## src/rtl/tdm_audio_pkg.sv

```systemverilog
// Shared constants, engine state type and sizing helpers for the TDM/I2S audio transmitter.
package tdm_audio_pkg;

  localparam int unsigned FSYNC_I2S = 0;
  localparam int unsigned FSYNC_TDM = 1;

  typedef enum logic [0:0] {
    StIdle,
    StRun
  } eng_state_e;

  function automatic int unsigned frame_bits(input int unsigned num_ch,
                                             input int unsigned slot_w);
    return num_ch * slot_w;
  endfunction

  // Level counter needs one extra bit to represent a completely full FIFO.
  function automatic int unsigned lvl_w(input int unsigned depth);
    return $clog2(depth) + 1;
  endfunction

endpackage

```

## src/rtl/audio_frame_fifo.sv

```systemverilog
// Frame FIFO with wrap-bit pointers; reports full/empty/level and flags writes dropped while full.
module audio_frame_fifo
  import tdm_audio_pkg::*;
#(
  parameter int unsigned Width = 48,
  parameter int unsigned Depth = 16
) (
  input  logic                      clk_i,
  input  logic                      rst_ni,
  input  logic [Width-1:0]          wdata_i,
  input  logic                      write_i,
  input  logic                      pop_i,
  output logic [Width-1:0]          rdata_o,
  output logic                      full_o,
  output logic                      empty_o,
  output logic [lvl_w(Depth)-1:0]   level_o,
  output logic                      overflow_o
);

  localparam int unsigned AddrW = $clog2(Depth);

  logic [AddrW:0]     wr_ptr_q, wr_ptr_d;
  logic [AddrW:0]     rd_ptr_q, rd_ptr_d;
  logic               overflow_q, overflow_d;
  logic [Width-1:0]   mem_q [Depth];
  logic               wr_en, rd_en;

  // A write is judged against the registered full flag, so a same-cycle pop cannot rescue it.
  assign wr_en = write_i && !full_o;
  assign rd_en = pop_i && !empty_o;

  always_comb begin
    wr_ptr_d   = wr_ptr_q;
    rd_ptr_d   = rd_ptr_q;
    overflow_d = write_i && full_o;
    if (wr_en) wr_ptr_d = wr_ptr_q + 1'b1;
    if (rd_en) rd_ptr_d = rd_ptr_q + 1'b1;
  end

  always_ff @(posedge clk_i or negedge rst_ni) begin
    if (!rst_ni) begin
      wr_ptr_q   <= '0;
      rd_ptr_q   <= '0;
      overflow_q <= 1'b0;
    end else begin
      wr_ptr_q   <= wr_ptr_d;
      rd_ptr_q   <= rd_ptr_d;
      overflow_q <= overflow_d;
    end
  end

  always_ff @(posedge clk_i) begin
    if (wr_en) mem_q[wr_ptr_q[AddrW-1:0]] <= wdata_i;
  end

  assign rdata_o    = mem_q[rd_ptr_q[AddrW-1:0]];
  assign empty_o    = (wr_ptr_q == rd_ptr_q);
  assign full_o     = (wr_ptr_q[AddrW] != rd_ptr_q[AddrW]) &&
                      (wr_ptr_q[AddrW-1:0] == rd_ptr_q[AddrW-1:0]);
  assign level_o    = wr_ptr_q - rd_ptr_q;
  assign overflow_o = overflow_q;

endmodule

```

## src/rtl/tdm_audio_tx.sv

```systemverilog
// N-channel I2S/TDM serial audio transmitter with frame FIFO and BCLK derived from clk_i.
// Define TDM_AUDIO_TX_HOLD_LAST_EN to repeat the last sent frame on underrun instead of silence.
module tdm_audio_tx
  import tdm_audio_pkg::*;
#(
  parameter int unsigned NUM_CH     = 2,
  parameter int unsigned SAMPLE_W   = 24,
  parameter int unsigned SLOT_W     = 32,
  parameter int unsigned FIFO_DEPTH = 16,
  parameter int unsigned BCLK_DIV   = 4,
  parameter int unsigned FSYNC_MODE = 0
) (
  input  logic                             clk_i,
  input  logic                             rstn_i,
  input  logic                             enable_i,
  input  logic [NUM_CH*SAMPLE_W-1:0]       frame_i,
  input  logic                             write_i,
  output logic                             full_o,
  output logic [lvl_w(FIFO_DEPTH)-1:0]     level_o,
  output logic                             overflow_o,
  output logic                             underrun_o,
  output logic                             bclk_o,
  output logic                             fsync_o,
  output logic                             sdata_o
);

  localparam int unsigned FrameW    = NUM_CH * SAMPLE_W;
  localparam int unsigned FrameBits = frame_bits(NUM_CH, SLOT_W);
  localparam int unsigned HalfDiv   = BCLK_DIV / 2;
  localparam int unsigned BitW      = $clog2(FrameBits);
  localparam int unsigned DivW      = (HalfDiv > 1) ? $clog2(HalfDiv) : 1;

  eng_state_e            state_q, state_d;
  logic [DivW-1:0]       div_q, div_d;
  logic                  bclk_q, bclk_d;
  logic [BitW-1:0]       b_q, b_d, b_next;
  logic [FrameBits-1:0]  shift_q, shift_d;
  logic                  sdata_q, sdata_d;
  logic                  fsync_q, fsync_d;
  logic                  stop_q, stop_d;
  logic                  underrun_q, underrun_d;
  logic                  half_tick, fall_evt, boundary, pop;
  logic [FrameW-1:0]     fifo_rdata, underrun_frame;
  logic                  fifo_empty;

  audio_frame_fifo #(
    .Width (FrameW),
    .Depth (FIFO_DEPTH)
  ) u_fifo (
    .clk_i      (clk_i),
    .rst_ni     (rstn_i),
    .wdata_i    (frame_i),
    .write_i    (write_i),
    .pop_i      (pop),
    .rdata_o    (fifo_rdata),
    .full_o     (full_o),
    .empty_o    (fifo_empty),
    .level_o    (level_o),
    .overflow_o (overflow_o)
  );

  // Slot-expanded stream, D[0] at the MSB: each sample MSB-first, left-justified, zero padded.
  function automatic logic [FrameBits-1:0] expand(input logic [FrameW-1:0] f);
    logic [FrameBits-1:0] s;
    s = '0;
    for (int unsigned c = 0; c < NUM_CH; c++) begin
      for (int unsigned k = 0; k < SAMPLE_W; k++) begin
        s[FrameBits-1-c*SLOT_W-k] = f[c*SAMPLE_W+SAMPLE_W-1-k];
      end
    end
    return s;
  endfunction

  function automatic logic fsync_for(input logic [BitW-1:0] b);
    if (FSYNC_MODE == FSYNC_TDM) return (b == '0);
    return (b >= BitW'(FrameBits / 2));
  endfunction

`ifdef TDM_AUDIO_TX_HOLD_LAST_EN
  logic [FrameW-1:0] last_q, last_d;

  always_ff @(posedge clk_i or negedge rstn_i) begin
    if (!rstn_i) last_q <= '0;
    else         last_q <= last_d;
  end

  assign underrun_frame = last_q;
`else
  assign underrun_frame = '0;
`endif

  assign half_tick = (state_q == StRun) && (div_q == DivW'(HalfDiv - 1));
  assign fall_evt  = half_tick && bclk_q;
  // b_q is preset to the last bit on entry, so the first falling event is a frame boundary.
  assign boundary  = fall_evt && !stop_q && (b_q == BitW'(FrameBits - 1));
  assign b_next    = (b_q == BitW'(FrameBits - 1)) ? '0 : b_q + 1'b1;
  assign pop       = boundary && enable_i && !fifo_empty;

  always_comb begin
    state_d    = state_q;
    div_d      = div_q;
    bclk_d     = bclk_q;
    b_d        = b_q;
    shift_d    = shift_q;
    sdata_d    = sdata_q;
    fsync_d    = fsync_q;
    stop_d     = stop_q;
    underrun_d = 1'b0;
`ifdef TDM_AUDIO_TX_HOLD_LAST_EN
    last_d     = last_q;
`endif
    unique case (state_q)
      StIdle: begin
        if (enable_i) begin
          state_d = StRun;
          bclk_d  = 1'b1;
          div_d   = '0;
          b_d     = BitW'(FrameBits - 1);
          stop_d  = 1'b0;
        end
      end
      StRun: begin
        if (half_tick) begin
          div_d  = '0;
          bclk_d = !bclk_q;
        end else begin
          div_d = div_q + 1'b1;
        end
        if (fall_evt) begin
          if (stop_q) begin
            // End of the trailing BCLK after the final delayed bit.
            state_d = StIdle;
            bclk_d  = 1'b0;
            sdata_d = 1'b0;
            fsync_d = 1'b0;
            b_d     = '0;
            shift_d = '0;
            stop_d  = 1'b0;
          end else begin
            sdata_d = shift_q[FrameBits-1];
            shift_d = {shift_q[FrameBits-2:0], 1'b0};
            b_d     = b_next;
            fsync_d = fsync_for(b_next);
            if (boundary) begin
              if (!enable_i) begin
                stop_d  = 1'b1;
                shift_d = '0;
              end else if (!fifo_empty) begin
                shift_d = expand(fifo_rdata);
`ifdef TDM_AUDIO_TX_HOLD_LAST_EN
                last_d  = fifo_rdata;
`endif
              end else begin
                shift_d    = expand(underrun_frame);
                underrun_d = 1'b1;
              end
            end
          end
        end
      end
      default: state_d = StIdle;
    endcase
  end

  always_ff @(posedge clk_i or negedge rstn_i) begin
    if (!rstn_i) begin
      state_q    <= StIdle;
      div_q      <= '0;
      bclk_q     <= 1'b0;
      b_q        <= '0;
      shift_q    <= '0;
      sdata_q    <= 1'b0;
      fsync_q    <= 1'b0;
      stop_q     <= 1'b0;
      underrun_q <= 1'b0;
    end else begin
      state_q    <= state_d;
      div_q      <= div_d;
      bclk_q     <= bclk_d;
      b_q        <= b_d;
      shift_q    <= shift_d;
      sdata_q    <= sdata_d;
      fsync_q    <= fsync_d;
      stop_q     <= stop_d;
      underrun_q <= underrun_d;
    end
  end

  assign bclk_o     = bclk_q;
  assign fsync_o    = fsync_q;
  assign sdata_o    = sdata_q;
  assign underrun_o = underrun_q;

endmodule
```

## config.mk

```make
export PLATFORM = sky130hd
export DESIGN_NAME = tdm_audio_tx
export DESIGN_NICKNAME = d
export VERILOG_FILES = /design/src/rtl/tdm_audio_pkg.sv /design/src/rtl/audio_frame_fifo.sv /design/src/rtl/tdm_audio_tx.sv
export SDC_FILE = /design/constraint.sdc
export NUM_CORES = 1
export LEC_CHECK = 0
export CAP_MARGIN = 10
export CELL_PAD_IN_SITES_DETAIL_PLACEMENT = 1
export CELL_PAD_IN_SITES_GLOBAL_PLACEMENT = 2
export CORE_ASPECT_RATIO = 1.1
export CORE_MARGIN = 5
export CORE_UTILIZATION = 45
export CTS_BUF_LIST = sky130_fd_sc_hd__clkbuf_2 sky130_fd_sc_hd__clkbuf_4 sky130_fd_sc_hd__clkbuf_8
export DETAILED_ROUTE_END_ITERATION = 10
export HOLD_SLACK_MARGIN = 0.06
export PLACE_DENSITY_LB_ADDON = 0.1
export REMOVE_ABC_BUFFERS = 1
export SYNTH_ARGS = -nofsm -noshare
export SYNTH_HDL_FRONTEND = slang
export SYNTH_SLANG_ARGS = --single-unit
```

## constraint.sdc

```tcl
create_clock -name clk_i -period 13.7 [get_ports clk_i]
set_input_delay 1.37 -clock clk_i [delete_from_list [all_inputs] [get_ports clk_i]]
set_output_delay 1.37 -clock clk_i [all_outputs]
set_load 0.01 [all_outputs]
```

==> impl_metrics.py <==
metrics = {
    "outcome": {
        "status": "complete, no violations",
    },
    "global_route": {
        "grt_max_degree": 88,
        "grt_antenna_before_repair": 3,
        "grt-ovfl-total": 0,
        "grtUsageTotal": 0.1950,
        "grt_pass1_vias": 17848,
        "grt_pass1_wl_um": 114200,
    },
    "critical_path": {
        "reg2reg_depth": 7,
        "critPathLaunchType": "register",
        "worstSetupEndpoint": "level_o[4]",
        "r2r_slack_ns": 9.55,
        "criticalPathCategory": "reg -> out",
        "r2r_start": "u_fifo.rd_ptr_q[1]",
        "reg2reg_to": "u_fifo.mem_q[14][28]",
        "path_max_fanout": 39,
        "crit_path_start": "u_fifo.rd_ptr_q[0]",
        "required_ns": 12.33,
        "cp-end-kind": "output port",
        "arrival_ns": 3.30,
    },
    "job": {
        "maxCapViolations": 0,
    },
    "die": {
        "die_h_um": 294.1,
        "num_io_pins": 63,
        "core_sq_mm": 0.07300,
        "die-area_sq_mm": 0.07888,
        "rows": 104,
        "initial_core_util": 0.4522,
        "dieWidth_um": 268.2,
    },
    "sta": {
        "timing.final.crit_share": 0.3412,
        "finalHoldViolations": 0,
        "fmax_mhz": 213.9,
        "rsz0062_at_grt": "no",
        "worst_pin_slew_ns": 1.057,
        "finalClockSkew_ns": 0.04394,
        "maxSlewHeadroom": 0.2953,
        "setup_violations": 0,
        "fin_tns_setup_ns": 0,
        "timing.hold.ws_ns": 0.4697,
        "min_period_ns": 4.674,
        "final_max_slew_viol_count": 0,
    },
    "worst_hold_path": {
        "worstHoldPathType": "reg -> reg",
        "worst_hold_path.num_cells": 2,
    },
    "clocking": {
        "path_clk_slew_ns": 0.06,
        "cts_setup_buffers": 0,
        "htree_num_levels": 4,
        "numCtsBuffers": 143,
        "cts_root_buf": "clkbuf_8",
        "clock_sinks": 848,
        "clockBufferDepth": 3,
        "ctsHoldBuffers": 0,
        "cts_tree": "built",
        "post_cts_resized": 0,
        "clk_latency_ns": 0.77,
    },
    "power_and_ir_drop": {
        "clockPowerShare": 0.312,
        "cellPowerDensity_mw_per_mm2": 191.5,
        "pwr-share-comb": 0.226,
        "switching_share": 0.2870,
        "leakage_nw": 12.14,
        "switching_power_mw": 2.071,
        "internal_power_mw": 5.147,
        "power_mw": 7.218,
        "peakVddDrop_v": 0.0001421,
        "power_frac_seq": 0.462,
    },
    "drt": {
        "routed-via-count": 15853,
        "vias_per_cell": 5.666,
        "avgRoutedWirePerCell_um": 26.83,
        "wirelength_um": 75070,
        "postRouteAntennaNets": 0,
        "drcViolationCount": 0,
        "drtIter0Drc": 978,
        "drt_pass1_iterations": 5,
    },
    "cells_and_area": {
        "stdcell_area_sq_mm": 0.03769,
        "layout_common_cells": "edfxtp_1 (768), mux4_2 (192), clkbuf_8 (153)",
        "layoutNonFillerInstCount": 2798,
        "fill_cells": 6409,
        "nNetsFinal": 1793,
        "mostFrequentLayoutCell": "edfxtp_1",
        "syn2layout_area_growth_pct": 14.18,
        "drive_gt1_frac": 0.2866,
    },
    "synth": {
        "ys_ff_latch": 848,
        "syn_area_sq_mm": 0.03301,
        "yosysWarnings": 0,
        "netlist_instances": 1585,
        "ys_seq_area_frac": 0.7593,
        "synth_cell_types": 43,
        "avgSynthCellArea_sq_um": 20.83,
    },
    "placed_design": {
        "place_area_sq_mm": 0.03481,
        "hpwl_um": 37510,
        "placed_cells": 2538,
        "numPortBuffers": 62,
        "place_congestion": 0.7201,
    },
}
[layout make-up]
class | count | area [sq um] | share of cell area
flip-flops and latches | 848 | 25080 | 0.6653
multi-input cells | 630 | 7626 | 0.2023
clock buffers | 198 | 2444 | 0.06484
well taps | 954 | 1194 | 0.03167
repair buffers | 93 | 863.3 | 0.02291
clock inverters | 60 | 430.4 | 0.01142
inverters | 13 | 51.30 | 0.001361
diodes | 2 | 5.005 | 0.0001328
[sequential cells by signal, indices dropped and copies added, names as in the netlist]
name,flops
b_q,6
bclk_o,1
div_q,1
fsync_o,1
sdata_o,1
shift_q,56
state_q,1
stop_q,1
u_fifo.mem_q,768
u_fifo.overflow_o,1
u_fifo.rd_ptr_q,5
u_fifo.wr_ptr_q,5
underrun_o,1
[logic make-up after synthesis]
logic type	Yosys count	share of synthesized area
buffers and inverters	107	0.01402
flip-flops	848	0.7593
XOR/XNOR	14	0.003715
adder cells (fa/ha/maj)	12	0.004776
multiplexers	287	0.1616
AO/OA/AOI/OAI	126	0.02612
AND/OR/NAND/NOR	191	0.03044
[cell usage after synthesis]
master / count / area (sq um)
nor4b_1: 1 / 8.760
and2_0: 1 / 6.260
mux4_2: 192 / 4324
and4_1: 1 / 8.760
nor4_4: 1 / 21.27
nor2b_1: 1 / 6.260
nand3_1: 60 / 300.3
inv_1: 12 / 45.04
a32oi_1: 1 / 8.760
and3_1: 3 / 18.77
a31oi_1: 49 / 306.5
mux2i_1: 47 / 470.5
o21ai_1: 1 / 5.000
a21oi_1: 8 / 40.04
nor4_1: 2 / 12.51
nand2b_1: 3 / 18.77
o21ai_0: 10 / 50.05
a211oi_1: 1 / 7.510
nand3b_1: 2 / 15.01
nor2_1: 16 / 60.06
mux2_2: 48 / 540.5
fa_1: 1 / 20.02
dfrtp_1: 80 / 2002
edfxtp_1: 768 / 23060
o211ai_1: 48 / 360.4
nand4_1: 5 / 31.28
and2_1: 50 / 312.8
xor2_1: 3 / 26.28
a21o_1: 3 / 22.52
a21boi_2: 1 / 11.26
inv_2: 1 / 3.750
nor3_1: 7 / 35.03
buf_6: 2 / 22.52
xnor2_1: 11 / 96.34
nand3_2: 1 / 10.01
o22ai_1: 2 / 12.51
a221o_1: 1 / 10.01
buf_1: 16 / 60.06
ha_1: 11 / 137.6
a2111oi_4: 1 / 27.53
buf_2: 37 / 185.2
clkbuf_1: 39 / 146.4
nand2_1: 37 / 138.9
[metrics by stage]
stage | util | setup WS [ns]
floorplan | - | 2.922
global placement | 0.4768 | 9.376
detailed placement | 0.4768 | 9.296
CTS | 0.5162 | 8.857
global route | 0.5162 | 8.783
finish | 0.5163 | 9.026
[critical path, cell delays in order, from the launching register on]
cell	delay, ns
dfrtp_4	0.91
ha_1	0.31
fa_1	0.23
inv_1	0.06
a21o_1	0.16
a21oi_1	0.18
xnor2_1	0.14
clkdlybuf4s50_1	0.56
[power by group through the flow]
stage	Sequential (mW)	Clock (mW)	Combinational (mW)
CTS	3.34	2.33	1.68
global placement	3.38	0	1.66
finish	3.34	2.25	1.63
floorplan	3.44	0	1.13
detailed placement	3.40	0	1.68
global route	3.37	2.45	1.77
[metal layers]
metal,global-route usage,up-vias,wire length [um]
li1,-,6849,-
met1,0.2581,8563,31830
met2,0.3314,315,38660
met3,0.03596,124,2862
met4,0.06109,2,1698
met5,0,-,17
[worst min-delay path by stage]
stage / to / start / slack [ns]
global placement: sdata_o / sdata_o / 0.45
CTS: u_fifo.rd_ptr_q[1] / rstn_i / 0.48
floorplan: shift_q[32] / shift_q[32] / 0.44
detailed placement: shift_q[35] / shift_q[35] / 0.46
global route: shift_q[36] / shift_q[36] / 0.50
finish: shift_q[35] / shift_q[35] / 0.47
Note: power is estimated with default switching activity, not from simulation.
==> RTL change (same flow settings) <==
`shift_q` no longer has a reset.
--- a/src/rtl/tdm_audio_tx.sv
+++ b/src/rtl/tdm_audio_tx.sv
@@ -168,7 +168,6 @@
       div_q      <= '0;
       bclk_q     <= 1'b0;
       b_q        <= '0;
-      shift_q    <= '0;
       sdata_q    <= 1'b0;
       fsync_q    <= 1'b0;
       stop_q     <= 1'b0;
@@ -178,12 +177,15 @@
       div_q      <= div_d;
       bclk_q     <= bclk_d;
       b_q        <= b_d;
-      shift_q    <= shift_d;
       sdata_q    <= sdata_d;
       fsync_q    <= fsync_d;
       stop_q     <= stop_d;
       underrun_q <= underrun_d;
     end
+  end
+
+  always_ff @(posedge clk_i) begin
+    shift_q <= shift_d;
   end
 
   assign bclk_o     = bclk_q;
Formal check against the unedited RTL: no difference found for any inputs over 4 cycles, from zero or initial values and one cycle with rstn_i low; that may be too few to reach the edited logic, so the function may still have changed.
==> RTL change against the unedited design <==
  * Via count down 4.1%
  * Cell area down 1.7%
  * Power down 11%
  * Routed wire length down 3.7%
  * Worst setup slack worse by 0.022 ns
  * Cell count down 5.0%
  * Synthesized area down 0.99%
  * Sequential cell count unchanged
  * Critical path type unchanged
  * Critical endpoint is now level_o[3]
==> RTL change: results (changes against the unedited design) <==
----------------------------------------------------
[Critical path]
  Delay of the slowest cell on the worst path ... 1.05 ns (+0.14 ns)
  Crit path max fanout ... 48 (+23%)
  Launching instance or port of the critical path ... u_fifo.rd_ptr_q[1]

[Clock tree]
  Cts bufs inserted ... 141 (-1.4%)

[Run status]
  Result of the run ... finished, final reports clean

[Global routing]
  All-layer global routing usage ... 0.1872 (-0.007783)
  Via count of the first global-routing pass ... 16,902 (-5.3%)
  First-pass GRT wire length ... 109.2 mm (-4.4%)
  Met2 track demand over resource in global routing ... 0.3202 (-0.01114)

[Worst hold path]
  Hold Startpoint ... fsync_o

[STA]
  Setup skew after layout ... 0.03465 ns (-0.009288 ns)
  Worst slew pin tran ... 1.022 ns (-0.03502 ns)

[Routing]
  M1 wire length ... 30.80 mm (-3.2%)
  Vias per Instance ... 5.718 (+0.92%)
  Routed len/inst ... 27.17 um (+1.3%)
  Met3 wire len ... 2.677 mm (-6.5%)
  TritonRoute pass-1 iters ... 4 (-1)

[Power and ir drop]
  Sw Share ... 0.2651 (-0.02186)
  Maximum ir drop on the vdd rail ... 98.19 uV (-31%)
  Lkg Pwr ... 11.30 nW (-6.9%)

[Logic synthesis]
  Most used standard cells in the synthesized netlist ... 824 x sky130_fd_sc_hd__edfxtp_1, 192 x sky130_fd_sc_hd__mux4_2, 48 x sky130_fd_sc_hd__mux2_2, 48 x sky130_fd_sc_hd__mux2i_1
  Count of cell types in the netlist ... 44 (+2.3%)
  Proportion of synthesized chip area in sequential cells ... 0.7755 (+0.01619)

[Finish]
  Fraction of layout instances using a drive strength above 1 ... 0.2942 (+0.007576)
  Final-layout fill cell count ... 6,291 (-1.8%)
  Final nets ... 1,675 (-6.6%)

[Placement]
  Placed wire-length estimate ... 34.89 mm (-7.0%)
  RePlAce Congestion ... 0.6744 (-6.3%)
  Post-place setup slack ... 9.177 ns (-0.1183 ns)

----------------------------------------------------
[RTL change: area by class of cell]
type                            instances  area [sq um]  share of cell area
Sequential cell                       848         25360              0.6847
Antenna cell                            1         2.502          0.00006758
Multi-Input combinational cell        514          6985              0.1886
Clock buffer                          187          2311             0.06241
Timing Repair Buffer                   93         853.3             0.02304
Clock inverter                         58         289.0            0.007805
Tap cell                              945          1182             0.03193
Inverter                               13         51.30            0.001385
[RTL change: worst paths after layout]
path                            cells after the start                  to  slack, ns
max in group asynchronous                           2  u_fifo.rd_ptr_q[1]      12.41
worst min register to register                      2             fsync_o       0.48
worst min-delay path                                2             fsync_o       0.48
worst max register to register                      6         shift_q[49]       9.40
min in group asynchronous                           2   u_fifo.overflow_o       0.99
worst max-delay path                                6          level_o[3]       9.00
[RTL change: stage by stage]
step / power [mW] / cells / instance area, sq um
final: 6.429 / 2659 / 37030
after global routing: 6.738 / 2659 / 37030
after CTS: 6.540 / 2658 / 37030
after detailed placement: 4.442 / 2413 / 34430
after global placement: 4.412 / 2413 / 34430
after floorplan: 4.040 / 1375 / 32240
[RTL change: cells by family after synthesis]
| family | share of synthesized area |
|---|---|
| fa+ha+maj | 0.004824 |
| compound gates | 0.02519 |
| buf+inv | 0.01489 |
| flops | 0.7755 |
| xor+xnor | 0.003484 |
| mux | 0.1639 |
| simple gates | 0.01221 |
[RTL change: power groups by stage]
stage	Sequential (mW)	Clock, mW	Combinational, mW
after detailed placement	3.41	0	1.04
final	3.35	2.07	1.00
after CTS	3.36	2.15	1.04
after floorplan	3.41	0	0.628
after global placement	3.39	0	1.02
after global routing	3.38	2.27	1.09
